**config.mk**
```make
export PLATFORM = sky130hd
export DESIGN_NAME = ccff_bitstream_loader_flat
export DESIGN_NICKNAME = d
export VERILOG_FILES = /design/src/rtl/ccff_bitstream_loader_if.sv /design/src/rtl/ccff_bitstream_loader.sv /design/src/flat_wrapper.sv
export SDC_FILE = /design/constraint.sdc
export NUM_CORES = 1
export LEC_CHECK = 0
export CORE_MARGIN = 3
export CORE_UTILIZATION = 30
export DETAILED_ROUTE_END_ITERATION = 10
export PLACE_DENSITY = 0.59
export SKIP_LAST_GASP = 1
export SYNTH_ARGS = -nofsm -noshare
export SYNTH_HDL_FRONTEND = slang
export SYNTH_SLANG_ARGS = --single-unit
```
**constraint.sdc**
```tcl
create_clock -name prog_clk_i -period 2.8 [get_ports prog_clk_i]
set_input_delay 0.56 -clock prog_clk_i [delete_from_list [all_inputs] [get_ports prog_clk_i]]
set_output_delay 0.56 -clock prog_clk_i [all_outputs]
set_load 0.01 [all_outputs]
```
**src/rtl/ccff_bitstream_loader_if.sv**
```systemverilog
// ---------------------------------------------------------------------------
// ccff_bitstream_loader_if
// Byte stream handshake feeding the configuration-chain loader.
//   s_data  : bitstream byte, bit 7 is shifted into the chain first
//   s_valid : s_data holds a byte
//   s_ready : loader takes the byte on this cycle's rising edge
// Modports: master = byte source, slave = loader.
// ---------------------------------------------------------------------------
interface ccff_bitstream_loader_if;
  logic [7:0] s_data;
  logic       s_valid;
  logic       s_ready;

  modport master (output s_data, output s_valid, input s_ready);
  modport slave  (input s_data, input s_valid, output s_ready);
endinterface

```
**src/rtl/ccff_bitstream_loader.sv**
```systemverilog
// ---------------------------------------------------------------------------
// ccff_bitstream_loader
// Feeds the head of the tile-array configuration chain (ccff). Bytes arrive
// over a valid/ready handshake and are shifted out MSB-first, one bit per
// cycle. ccff_shift_en_o gates prog_clk of the chain at the top level, so
// input stalls simply pause the chain and never corrupt bit alignment.
// After CHAIN_LEN bits the loader parks in DONE until the next start.
//
// Ports
//   prog_clk_i      : single clock, rising edge
//   p_reset_i       : synchronous active-high reset
//   start_i         : begin a load (honoured in IDLE/DONE only)
//   s_if            : byte handshake (slave modport)
//   ccff_head_o     : serial bit to the chain head
//   ccff_shift_en_o : chain clock enable, 1 = chain shifts this cycle
//   ccff_tail_i     : chain tail (read only with CCFF_VERIFY_EN)
//   busy_o          : load in progress
//   done_o          : CHAIN_LEN bits shifted, held until next start
//   err_o           : sticky chain-verify error
//
// Optional feature macro: CCFF_VERIFY_EN
//   When defined, the chain tail is checked after every shift: it must read 0
//   until the last shift (chain is zero after reset) and then the first bit
//   of this load. Without it err_o is tied 0 and ccff_tail_i is ignored.
// ---------------------------------------------------------------------------
module ccff_bitstream_loader #(
  parameter int CHAIN_LEN = 64
) (
  input  logic                    prog_clk_i,
  input  logic                    p_reset_i,
  input  logic                    start_i,
  ccff_bitstream_loader_if.slave  s_if,
  output logic                    ccff_head_o,
  output logic                    ccff_shift_en_o,
  input  logic                    ccff_tail_i,
  output logic                    busy_o,
  output logic                    done_o,
  output logic                    err_o
);

  localparam int CNT_W = $clog2(CHAIN_LEN + 1);

  typedef enum logic [1:0] {
    ST_IDLE  = 2'd0,
    ST_LOAD  = 2'd1,
    ST_SHIFT = 2'd2,
    ST_DONE  = 2'd3
  } state_e;

  state_e           state_q, state_d;
  logic [CNT_W-1:0] bit_cnt_q, bit_cnt_d;
  logic [3:0]       byte_bits_q, byte_bits_d;
  logic [7:0]       shreg_q, shreg_d;
  logic             s_ready_q, s_ready_d;
  logic             head_q, head_d;
  logic             shift_en_q, shift_en_d;
  logic             busy_q, busy_d;
  logic             done_q, done_d;

  logic             accept_s;
  logic             last_bit_s;
  logic             final_bit_s;
  logic             start_acc_s;
  logic [CNT_W-1:0] cnt_inc_s;
  logic [CNT_W-1:0] next_inc_s;

  // Bits of the next byte that still belong to the chain: a final partial
  // byte only contributes its top CHAIN_LEN%8 bits.
  function automatic logic [3:0] bits_left(input logic [CNT_W-1:0] cnt);
    int rem;
    rem = CHAIN_LEN - int'(cnt);
    if (rem >= 8) begin
      return 4'd8;
    end else begin
      return 4'(rem);
    end
  endfunction

  // Next-state, datapath and registered-output next values.
  always_comb begin
    state_d     = state_q;
    bit_cnt_d   = bit_cnt_q;
    byte_bits_d = byte_bits_q;
    shreg_d     = shreg_q;
    start_acc_s = 1'b0;

    cnt_inc_s   = bit_cnt_q + CNT_W'(1);
    last_bit_s  = (byte_bits_q == 4'd1);
    final_bit_s = (cnt_inc_s == CNT_W'(CHAIN_LEN));
    accept_s    = s_if.s_valid & s_ready_q;

    case (state_q)
      ST_IDLE, ST_DONE: begin
        if (start_i) begin
          state_d     = ST_LOAD;
          bit_cnt_d   = '0;
          start_acc_s = 1'b1;
        end else begin
          state_d = state_q;
        end
      end
      ST_LOAD: begin
        if (accept_s) begin
          shreg_d     = s_if.s_data;
          byte_bits_d = bits_left(bit_cnt_q);
          state_d     = ST_SHIFT;
        end else begin
          state_d = ST_LOAD;
        end
      end
      ST_SHIFT: begin
        shreg_d     = {shreg_q[6:0], 1'b0};
        bit_cnt_d   = cnt_inc_s;
        byte_bits_d = byte_bits_q - 4'd1;
        if (last_bit_s) begin
          if (final_bit_s) begin
            state_d = ST_DONE;
          end else if (accept_s) begin
            // Next byte taken during the last bit: no bubble in the chain.
            shreg_d     = s_if.s_data;
            byte_bits_d = bits_left(cnt_inc_s);
            state_d     = ST_SHIFT;
          end else begin
            state_d = ST_LOAD;
          end
        end else begin
          state_d = ST_SHIFT;
        end
      end
      default: begin
        state_d = ST_IDLE;
      end
    endcase

    // Outputs are flops loaded from next-state values, so they equal a
    // decode of the current state without any path from s_* to the chain.
    next_inc_s = bit_cnt_d + CNT_W'(1);
    shift_en_d = (state_d == ST_SHIFT);
    s_ready_d  = (state_d == ST_LOAD) ||
                 ((state_d == ST_SHIFT) && (byte_bits_d == 4'd1) &&
                  (next_inc_s != CNT_W'(CHAIN_LEN)));
    if (shift_en_d) begin
      head_d = shreg_d[7];
    end else begin
      head_d = head_q;
    end
    busy_d = (state_d == ST_LOAD) || (state_d == ST_SHIFT);
    done_d = (state_d == ST_DONE);
  end

  // State, datapath and output registers.
  always_ff @(posedge prog_clk_i) begin
    if (p_reset_i) begin
      state_q     <= ST_IDLE;
      bit_cnt_q   <= '0;
      byte_bits_q <= 4'd0;
      shreg_q     <= 8'd0;
      s_ready_q   <= 1'b0;
      head_q      <= 1'b0;
      shift_en_q  <= 1'b0;
      busy_q      <= 1'b0;
      done_q      <= 1'b0;
    end else begin
      state_q     <= state_d;
      bit_cnt_q   <= bit_cnt_d;
      byte_bits_q <= byte_bits_d;
      shreg_q     <= shreg_d;
      s_ready_q   <= s_ready_d;
      head_q      <= head_d;
      shift_en_q  <= shift_en_d;
      busy_q      <= busy_d;
      done_q      <= done_d;
    end
  end

  assign s_if.s_ready    = s_ready_q;
  assign ccff_head_o     = head_q;
  assign ccff_shift_en_o = shift_en_q;
  assign busy_o          = busy_q;
  assign done_o          = done_q;

`ifdef CCFF_VERIFY_EN
  logic first_bit_q, first_bit_d;
  logic chk_vld_q, chk_vld_d;
  logic chk_last_q, chk_last_d;
  logic err_q, err_d;
  logic exp_tail_s;

  // Tail check: the chain is zero after reset, so the tail reads 0 until the
  // last shift, which must bring the first bit of this load out of the tail.
  always_comb begin
    first_bit_d = first_bit_q;
    if ((state_q == ST_SHIFT) && (bit_cnt_q == '0)) begin
      first_bit_d = shreg_q[7];
    end else begin
      first_bit_d = first_bit_q;
    end
    chk_vld_d  = (state_q == ST_SHIFT);
    chk_last_d = (state_q == ST_SHIFT) && final_bit_s;
    exp_tail_s = chk_last_q ? first_bit_q : 1'b0;
    if (start_acc_s) begin
      err_d = 1'b0;
    end else if (chk_vld_q && (ccff_tail_i != exp_tail_s)) begin
      err_d = 1'b1;
    end else begin
      err_d = err_q;
    end
  end

  // Verify registers.
  always_ff @(posedge prog_clk_i) begin
    if (p_reset_i) begin
      first_bit_q <= 1'b0;
      chk_vld_q   <= 1'b0;
      chk_last_q  <= 1'b0;
      err_q       <= 1'b0;
    end else begin
      first_bit_q <= first_bit_d;
      chk_vld_q   <= chk_vld_d;
      chk_last_q  <= chk_last_d;
      err_q       <= err_d;
    end
  end

  assign err_o = err_q;
`else
  logic unused_tail_s;
  assign unused_tail_s = ccff_tail_i;
  assign err_o         = 1'b0;
`endif

endmodule

```
**src/flat_wrapper.sv**
```systemverilog
// flat-port wrapper written by rule: the top's interface ports become plain ports
module ccff_bitstream_loader_flat 
#(
  parameter int CHAIN_LEN = 64
)
  (prog_clk_i, p_reset_i, start_i, ccff_head_o, ccff_shift_en_o, ccff_tail_i, busy_o, done_o, err_o, s_if_s_data, s_if_s_valid, s_if_s_ready);
  ccff_bitstream_loader_if s_if_i ();
  input  logic prog_clk_i;
  input  logic p_reset_i;
  input  logic start_i;
  output logic ccff_head_o;
  output logic ccff_shift_en_o;
  input  logic ccff_tail_i;
  output logic busy_o;
  output logic done_o;
  output logic err_o;
  input wire logic [$bits(s_if_i.s_data)-1:0] s_if_s_data;
  input wire logic [$bits(s_if_i.s_valid)-1:0] s_if_s_valid;
  output wire logic [$bits(s_if_i.s_ready)-1:0] s_if_s_ready;
  assign s_if_i.s_data = s_if_s_data;
  assign s_if_i.s_valid = s_if_s_valid;
  assign s_if_s_ready = s_if_i.s_ready;
  ccff_bitstream_loader #(.CHAIN_LEN(CHAIN_LEN)) u_core (.prog_clk_i(prog_clk_i), .p_reset_i(p_reset_i), .start_i(start_i), .s_if(s_if_i), .ccff_head_o(ccff_head_o), .ccff_shift_en_o(ccff_shift_en_o), .ccff_tail_i(ccff_tail_i), .busy_o(busy_o), .done_o(done_o), .err_o(err_o));
endmodule
```
# == Word level (Yosys, flattened, before mapping) ==
# Cells that the tools add are included.
# op_classes
add_sub_neg,5
magnitude_cmp,2
bitwise_logic,1
n_mux,19
n_eq_ne,11
reduce_logical,8
# ops
operator,count
>= comparator 32 x 5 -> 1 bit (second input constant),2
two-way mux 8 bit,4
two-way mux 4 bit,6
case mux 8 bit (2 select lines),1
subtractor 7 x 7 -> 8 bit (first input constant),2
adder 7 x 1 -> 7 bit (second input constant),2
case mux 7 bit (2 select lines),1
equality test 2 bit (second input constant),4
equality test 4 x 1 -> 1 bit (second input constant),2
two-way mux 2 bit,4
case mux 4 bit (2 select lines),1
equality test 7 bit (second input constant),1
two-way mux 7 bit,1
inequality test 7 bit (second input constant),1
case mux 2 bit (3 select lines),1
equality test 2 x 1 -> 1 bit (second input constant),2
subtractor 4 x 1 -> 4 bit (second input constant),1
logical AND 1 bit,2
logical NOT 2 bit,1
logical OR 1 bit,2
inequality test 2 x 1 -> 1 bit (second input constant),1
AND reduction 2 bit,1
nonzero test 2 bit,1
OR reduction 2 bit,1
bitwise AND 1 bit,1
# word_totals
wordCells,56
inputBits,13
out_inout_bits,6
regBits,26

# == Longest topological paths before layout ==
# Gate-level depths: netlist (run 1).
# depth
depth_word,12
ltp_mapped,13
mapped_depth_nobuf,12

# == Worst setup path after synthesis (run 1) ==
# Ideal clock, no wire load.
# synth_timing
kind,register -> register
start,register u_core.bit_cnt_q[0]
end,register u_core.s_ready_q (netlist: u_core.s_if.s_ready)
arrival_time_ps,2788
setup_ps,96
stages_incl_launch_ff,12
path_buffers,2
required_ps,2704
setup_slack_ps,-83
period_less_slack_ps,2883
path_cell_list,dfxtp_1 buf_2 inv_1 ha_1 clkbuf_1 nor2b_1 o21a_1 o311a_1 a221oi_2 a32oi_1 a31o_1 o41ai_2
# synth_via
elab_chain_cells,12
word_cells_on_any_way,26
cone_classes,add/sub (4); order compare (2); eq/ne (5); mux (12); reduce/logical (3)
# synth_lines
element,line,text
"start, declared",ccff_bitstream_loader.sv:51,"logic [CNT_W-1:0] bit_cnt_q, bit_cnt_d;"
"start signal, assigned",ccff_bitstream_loader.sv:165,bit_cnt_q <= bit_cnt_d;
adder 7 x 1 -> 7 bit,ccff_bitstream_loader.sv:87,cnt_inc_s = bit_cnt_q + CNT_W'(1);
subtractor 7 x 7 -> 8 bit,ccff_bitstream_loader.sv:71,rem = CHAIN_LEN - int'(cnt);
>= comparator 32 x 5 -> 1 bit,ccff_bitstream_loader.sv:72,if (rem >= 8) begin
two-way mux 4 bit,ccff_bitstream_loader.sv:72,
two-way mux 4 bit,ccff_bitstream_loader.sv:118,end else if (accept_s) begin
two-way mux 4 bit,ccff_bitstream_loader.sv:116,if (final_bit_s) begin
two-way mux 4 bit,ccff_bitstream_loader.sv:115,if (last_bit_s) begin
case mux 4 bit (2 select lines),ccff_bitstream_loader.sv:92,case (state_q)
equality test 4 x 1 -> 1 bit,ccff_bitstream_loader.sv:140,((state_d == ST_SHIFT) && (byte_bits_d == 4'd1) &&
logical AND 1 bit (2 in series),ccff_bitstream_loader.sv:140,
logical OR 1 bit *,ccff_bitstream_loader.sv:139,s_ready_d = (state_d == ST_LOAD) ||
"end signal, assigned",ccff_bitstream_loader.sv:168,s_ready_q <= s_ready_d;
"end, declared",ccff_bitstream_loader.sv:54,"logic s_ready_q, s_ready_d;"
# Mark *: on every way between the ends. The rest lies on a longest branch, timed or not.
# A chain may end at the register's enable or synchronous reset.

# == Final worst setup path (run 1) ==
# layout_timing
start,register u_core.bit_cnt_q[0]
end,register u_core.s_ready_q (netlist: u_core.s_if.s_ready)
# layout_via
word_cells_on_any_way,26
cone_classes,add/sub (4); order compare (2); eq/ne (5); mux (12); reduce/logical (3)
# layout_rtl
element,line,text
adder 7 x 1 -> 7 bit,ccff_bitstream_loader.sv:87,
equality test 7 bit,ccff_bitstream_loader.sv:89,final_bit_s = (cnt_inc_s == CNT_W'(CHAIN_LEN));
two-way mux 2 bit,ccff_bitstream_loader.sv:116,
two-way mux 2 bit,ccff_bitstream_loader.sv:115,
case mux 2 bit (3 select lines),ccff_bitstream_loader.sv:92,
equality test 2 bit,--,
net u_core.shift_en_d,ccff_bitstream_loader.sv:56,"logic shift_en_q, shift_en_d;"
logical AND 1 bit (2 in series),ccff_bitstream_loader.sv:140,
logical OR 1 bit,ccff_bitstream_loader.sv:139,
# The timed path passes the listed nets, and every way through them passes these cells.

==> metrics.md, run 1 <==
| Metric | Value |
|---|---|
| RSZ-0062 raised after global routing | true |
| F_max | 0.377 GHz |
| R2R setup slack | 0.15 ns |
| Final hold slack | 0.458 ns |
| Die H | 91.6 um |
| Root buffer cell | clkbuf_8 |
| CP Capture Type | register |
| Core Box Area | 6940 sq um |
| Syn nets | 314 |
| Ys Warns | 0 |
| Worst-path clk slew | 0.09 ns |
| Crit-path cells | ha_1 > buf_4 > xor2_1 > a2bb2oi_4 > buf_4 > o41a_1 > nor3_1 > o22ai_1 > ha_1 > nor2b_1 > nand4_1 > o41ai_2 |
| Cells after Synth | 290 |
| Total CTS buffers | 3 |
| Count of pins over their slew limit | 0 |
| Outcome | finished clean |
| Pwr dens | 319 nW/um^2 |
| Top cell type by total area after synthesis | dfxtp_1 |
| Worst Max-Slew Pin Slew | 0.609 ns |
| Gr usage total | 13.5% |
| Vias | 2,139 |
| Mux contribution to synthesized area | 1.19% |
| Xor/xnor share of the synthesized area | 2.79% |
| Clk_lat worst skew | 0.27 ns |
| Core Rows | 30 |
| DRT Pass-1 Iters | 4 |
| Ant diodes | 0 |
| Hold Buf Count CTS | 0 |
| CP bufs+invs | 2 |
| Largest net degree at the start of global routing | 16 |
| Dpl cells | 406 |
| Post-synthesis compound-gate area fraction | 31.1% |
| Cell with the largest stage delay on the worst path | o41a_1 |
| # H-tree levels | 1 |
| Post-synth EDFFs | 0 |
| Fin crit share | 94.8% |
| Number of I/O port buffers | 16 |
| Final Instance Area | 2650 sq um |
| Grt met1 use | 18.9% |
| Placed Area | 2560 sq um |
| Grt peak-use layer | met2 |
| Residual DRC count | 0 |
| CTS tree | done |
| Starting DRT DRC Count | 111 |
| Routed wire length | 5640 um |
| Vias per cell | 5.22 |
| Top cell family by delay on the critical path | compound AO/OA/AOI/OAI gates |
| Crit path DAT | 2.81 ns |
| Crit path required time | 2.96 ns |
| Share of post-route cells with drive strength above 1 | 14.0% |
| CP Launch Type | register |
| Synth Area in Simple Gates | 27.5% |
| Die ar. | 8400 sq um |
| Post-DP HPWL | 4260 um |
| Top-area cell type share of the netlist area | 23.7% |
| Met3 usage | 1.39% |
| MaxCap Viol Count | 0 |
| Antenna viol nets, final | 0 |
| Wire length per cell | 13.7 um |
| Number of unique standard cell types used by synthesis | 63 |
| Register bit total from synthesis | 26 |
| Dominant cells by area after synthesis | dfxtp_1 (24%), ha_1 (6.3%), a21oi_1 (5.7%), nor2_1 (4.4%), o21ai_1 (3.9%) |
| Die width | 91.6 um |
| Leak | 0.899 nW |
| Final setup fails | 0 |
| Max clock buf depth | 2 |
| Layout area overhead | 20.5% |
| Remaining Overflow, GRT | 0 |
| Final Hold Vio Count | 0 |
| Final Core Density | 38.2% |
| Setup TNS | 0 ns |
| Initial antenna violation count | 0 |
| Setup CP Type | reg2reg |
| Synth Area in Adders | 6.26% |
| Max VDD drop | 385 uV |
| Post CTS Setup Buffer Count | 0 |
| Post_cts resized | 0 |
| First-pass GRT wire length | 9450 um |
| Final std cells w/o fill | 410 |
| Starting Density | 31.7% |
| I/O pins | 19 |
| Grt met2 use | 21.2% |
| Vias in the first global route | 1,969 |
| Register area share after synthesis | 23.7% |
| Hold crit path type | reg2reg |
| Final Critical Period | 2.65 ns |
| Sink Count | 26 |
| Worst path max stage delay | 0.34 ns |
| Worst Path Max Fanout | 6 |
| Most used flip-flop cell after synthesis | dfxtp_1 |
| Final nets | 339 |
| Max-slew headroom | 58.3% |
| Post-Syn Area | 2200 sq um |
| Main combinational cell family by area after synthesis | compound AO/OA/AOI/OAI gates |
| Fin Clk Skew | 0.00412 ns |
| Synth async-reset ratio | 0% |
| Avg Cell Area, Syn | 7.58 sq um |
| Placer Congestion | 0.854 |
==> cell usage after synthesis (2+ instances only) <==
library cell and n:
a32oi_1 3, inv_1 12, o21ai_1 17, nand3b_1 4, ha_1 11, nor3_1 5, o31a_1 2, nand2_1 21
a21oi_1 25, nor4_1 4, and2_1 12, o21a_1 4, a211oi_1 2, o21ai_0 10, clkbuf_1 13, a22o_1 2
xnor2_1 6, a31oi_1 3, buf_4 4, o22ai_1 2, nand3_1 10, a311oi_1 2, nand4_1 2, buf_2 3
buf_6 2, or2_2 2, o211ai_1 4, dfxtp_1 26, nand2b_1 5, and3_1 2, nor2_1 26, a2111oi_0 2
nor2b_1 12
==> power breakdown <==
group / internal [mW] / leakage, nW / switching, mW / total [mW]
combinational: 0.0656 / 0.652 / 0.0850 / 0.151
sequential: 0.378 / 0.211 / 0.00618 / 0.385
clock: 0.191 / 0.0357 / 0.118 / 0.310
==> worst register-to-register path, stage by stage (launching register included) <==
cell and delay [ns]:
dfxtp_1 0.33, ha_1 0.25, buf_4 0.16, xor2_1 0.18, a2bb2oi_4 0.18, buf_4 0.16
o41a_1 0.34, nor3_1 0.22, o22ai_1 0.14, ha_1 0.25, nor2b_1 0.15, nand4_1 0.13
o41ai_2 0.06
==> layer usage <==
metal / routed length, um / share of wire, %
met1: 2850 / 50
met2: 2480 / 44
met3: 188 / 3.3
met4: 127 / 2.3
met5: 0 / 0
==> cell type report <==
cell class,count,area [sq um]
clock buffer,3,41.3
tap,96,120
clock inverter,1,30.0
timing repair buffer,42,363
inverter,12,45.0
sequential,26,522
fill,699,4290
multi-input combinational,230,1530
==> layout by cell type, fill, tap and decap left out, types with 2 or more instances in the layout <==
master	synthesis	routed
nor2b_1	12	12
o211ai_1	4	4
a311oi_1	2	2
o21ai_0	10	10
and2_1	12	12
and3_1	2	2
o22ai_1	2	2
o21a_1	4	4
a31oi_1	3	3
clkdlybuf4s50_1	0	16
nor2_1	26	26
inv_1	12	12
buf_4	4	24
nor3_1	5	5
a32oi_1	3	3
nand3b_1	4	4
a2111oi_0	2	2
xnor2_1	6	6
a211oi_1	2	2
nand2b_1	5	5
a22o_1	2	2
o31a_1	2	2
a21oi_1	25	25
nand3_1	10	10
ha_1	11	10
buf_6	2	2
clkbuf_8	0	3
o21ai_1	17	17
or2_2	2	2
nor4_1	4	4
dfxtp_1	26	25
nand2_1	21	21
nand4_1	2	2
==> logic make-up after synthesis <==
kind of cell / after synthesis
buffers and inverters: 34
other: 1
AOI/OAI and AO/OA: 97
DFF: 26
muxes: 2
xor gates and xnor gates: 7
and+or+nand+nor: 112
adders and majority gates: 11
==> per-stage QoR <==
step                      total power, mW  setup WS, ns
final                               0.845         0.146
after global routing                0.888       -0.0212
after CTS                           0.856        0.0537
after detailed placement            0.541        0.0608
after global placement              0.539         0.102
after floorplan                     0.483        0.0281
==> flip-flops by register name, summed over array words and instances (netlist names) <==
| register | cells |
|---|---|
| u_core.ccff_shift_en_o | 1 |
| u_core.state_q | 2 |
| u_core.byte_bits_q | 4 |
| u_core.ccff_head_o | 1 |
| u_core.s_if.s_ready | 1 |
| u_core.shreg_q | 8 |
| u_core.bit_cnt_q | 7 |
| u_core.done_o | 1 |
| u_core.busy_o | 1 |
==> final timing paths <==
path	start	endpoint	cells after the start
max reg2reg	u_core.bit_cnt_q[0]$_SDFF_PP0_	u_core.s_if.s_ready$_SDFF_PP0_	12
min reg2reg	u_core.shreg_q[3]$_SDFFE_PP0P_	u_core.shreg_q[3]$_SDFFE_PP0P_	2
max	u_core.bit_cnt_q[0]$_SDFF_PP0_	u_core.s_if.s_ready$_SDFF_PP0_	12
min	u_core.shreg_q[3]$_SDFFE_PP0P_	u_core.shreg_q[3]$_SDFFE_PP0P_	2
Note: power is estimated with default switching activity, not from simulation.
==> run 2: changes to the inputs <==
- ABC_AREA: not set -> 1
==> metrics.md, run 2 <==
| Metric | Value |
|---|---|
| Outcome | finished clean |
| Met3 usage | 0.576% |
| Top cell family by delay on the critical path | simple AND/OR/NAND/NOR gates |
| Worst Path Max Fanout | 6 |
| Dpl cells | 393 |
| Fin Clk Skew | 0.00329 ns |
| Residual DRC count | 0 |
| Synth cell count leaders | nand2_1 (67), inv_1 (44), nor2_1 (44) |
| Number of unique standard cell types used by synthesis | 35 |
| Crit path required time | 3.00 ns |
| Die width | 86.0 um |
| Root buffer cell | clkbuf_8 |
| CP Launch Type | register |
| Ys Warns | 0 |
| Total CTS buffers | 3 |
| Core Box Area | 6060 sq um |
| Register area share after synthesis | 27.1% |
| Most frequent cells in the layout | nand2_1 (67), inv_1 (44), nor2_1 (44) |
| Placed Area | 2230 sq um |
| Dominant cell by count in the synthesized netlist | nand2_1 |
| Hold Buf Count CTS | 0 |
| Final Instance Area | 2280 sq um |
| Top flop regs | u_core.shreg_q: 8 flops, u_core.bit_cnt_q: 7 flops, u_core.byte_bits_q: 4 flops |
| Worst path max stage delay | 0.45 ns |
| Post-synth EDFFs | 0 |
| Pwr Total | 1.72 mW |
| Top-area cell type share of the netlist area | 27.1% |
| Grt met1 use | 17.3% |
| Final nets | 347 |
| MaxCap Viol Count | 0 |
| Layout area overhead | 18.7% |
| Routed wire length | 4630 um |
| Setup CP Type | reg2reg |
| DRT Pass-1 Iters | 4 |
| I/O pins | 19 |
| Starting Density | 31.7% |
| Grt met2 use | 22.8% |
| Ant diodes | 0 |
| Antenna viol nets, final | 0 |
| Die ar. | 7400 sq um |
| Die H | 86.0 um |
| Share of post-route cells with drive strength above 1 | 11.5% |
| Largest Register | u_core.shreg_q |
| Starting DRT DRC Count | 82 |
| Vias in the first global route | 1,790 |
| Worst-path clk slew | 0.09 ns |
| Synth async-reset ratio | 0% |
| Remaining Overflow, GRT | 0 |
| Hold crit path type | reg2reg |
| Max reg flops | 8 |
| Largest net degree at the start of global routing | 15 |
| Crit path DAT | 2.83 ns |
| Core Rows | 28 |
| Pwr dens | 753 nW/um^2 |
| Sink Count | 26 |
| Number of I/O port buffers | 16 |
| Crit-path cells | ha_1 > nand3_2 > nor2_1 > nand2_1 > nand2_2 > nand3_4 > a31oi_1 > inv_1 > a31oi_1 > ha_1 > inv_1 > a31oi_1 > nand2_1 > nor2_1 > nand2_1 > a21oi_2 |
| Vias | 1,921 |
| Post-DP HPWL | 3730 um |
| Clk_lat worst skew | 0.27 ns |
| CP Capture Type | register |
| Initial antenna violation count | 0 |
| Final Hold Vio Count | 0 |
| F_max | 0.381 GHz |
| Post-Syn Area | 1920 sq um |
| Final setup fails | 0 |
| Leak | 0.974 nW |
| Cells after Synth | 297 |
| Wire length per cell | 11.7 um |
| Setup TNS | 0 ns |
| Syn nets | 321 |
| Register bit total from synthesis | 26 |
| Final std cells w/o fill | 397 |
| Grt peak-use layer | met2 |
| Most used flip-flop cell after synthesis | dfxtp_1 |
| Final hold slack | 0.469 ns |
| Top cell type by total area after synthesis | dfxtp_1 |
| Placer Congestion | 0.863 |
| RSZ-0062 raised after global routing | false |
| Post CTS Setup Buffer Count | 0 |
| CTS tree | done |
| Max VDD drop | 405 uV |
| Vias per cell | 4.84 |
| Count of pins over their slew limit | 0 |
| Cell with the largest stage delay on the worst path | dfxtp_1 |
| Avg Cell Area, Syn | 6.47 sq um |
| Commonest non-fill, non-tap cell in the layout | nand2_1 |
| Final Critical Period | 2.62 ns |
| First-pass GRT wire length | 8010 um |
| Gr usage total | 13.2% |
| Post_cts resized | 0 |
| Dominant cells by area after synthesis | dfxtp_1 (27%), nand2_1 (13%), inv_1 (8.6%), nor2_1 (8.6%), ha_1 (7.2%) |
| CP bufs+invs | 2 |
| Max clock buf depth | 2 |
| # H-tree levels | 1 |
| Fin crit share | 93.7% |
==> run 2: metrics by stage <==
stage                     worst slack [ns]  util, %
after global routing               0.00396     37.6
after CTS                            0.164     37.6
after detailed placement             0.198     36.7
after floorplan                      0.446        -
after global placement               0.209     36.7
final                                0.177     37.6
==> run 2: routing by layer <==
metal / vias up / wire [um]
met5: - / 0
met4: 0 / 74
met3: 5 / 96
met2: 32 / 2290
met1: 883 / 2170
li1: 1001 / -
==> run 2: worst register-to-register path, delay by kind of cell, from the launching register on <==
kind | cells | cell delay (ns)
compound gates | 4 | 0.70
flops | 1 | 0.45
buf+inv | 2 | 0.12
simple gates | 8 | 0.84
fa+ha+maj | 2 | 0.46
==> run 2: report_power, final <==
group          switching (mW)  internal (mW)
registers              0.0490          0.448
clock network           0.116          0.126
logic                   0.591          0.389
==> run 2: logic make-up (layout without fill, tap and decap cells) <==
group                    Yosys count  count (layout)  share of synthesized area, %
other                              1               1                         0.195
AND/OR/NAND/NOR                  144             144                          34.6
buffers and inverters             57              82                          12.0
AO/OA/AOI/OAI                     52              52                          16.3
XOR/XNOR                           6               6                          2.73
adder cells (fa/ha/maj)           11              11                          7.16
flip-flops                        26              26                          27.1
==> run 2: final timing paths <==
check                            startpoint                             end  slack (ns)  cells past startpoint
max          u_core.bit_cnt_q[0]$_SDFF_PP0_  u_core.s_if.s_ready$_SDFF_PP0_        0.18                     16
min          u_core.shreg_q[0]$_SDFFE_PP0P_  u_core.shreg_q[0]$_SDFFE_PP0P_        0.47                      2
max reg2reg  u_core.bit_cnt_q[0]$_SDFF_PP0_  u_core.s_if.s_ready$_SDFF_PP0_        0.18                     16
min reg2reg  u_core.shreg_q[0]$_SDFFE_PP0P_  u_core.shreg_q[0]$_SDFFE_PP0P_        0.47                      2
==> run 2: layout make-up <==
class / count / area, sq um
fillers: 646 / 3780
clock buffers: 4 / 55.1
well taps: 75 / 93.8
inverters: 50 / 190
flip-flops and latches: 26 / 520
repair buffers: 28 / 250
multi-input cells: 214 / 1170
==> run 3: changes to the inputs <==
- CAP_MARGIN: not set -> 30
==> results of run 3 <==
Final layout, timing and power as in run 2 (identical DEF).
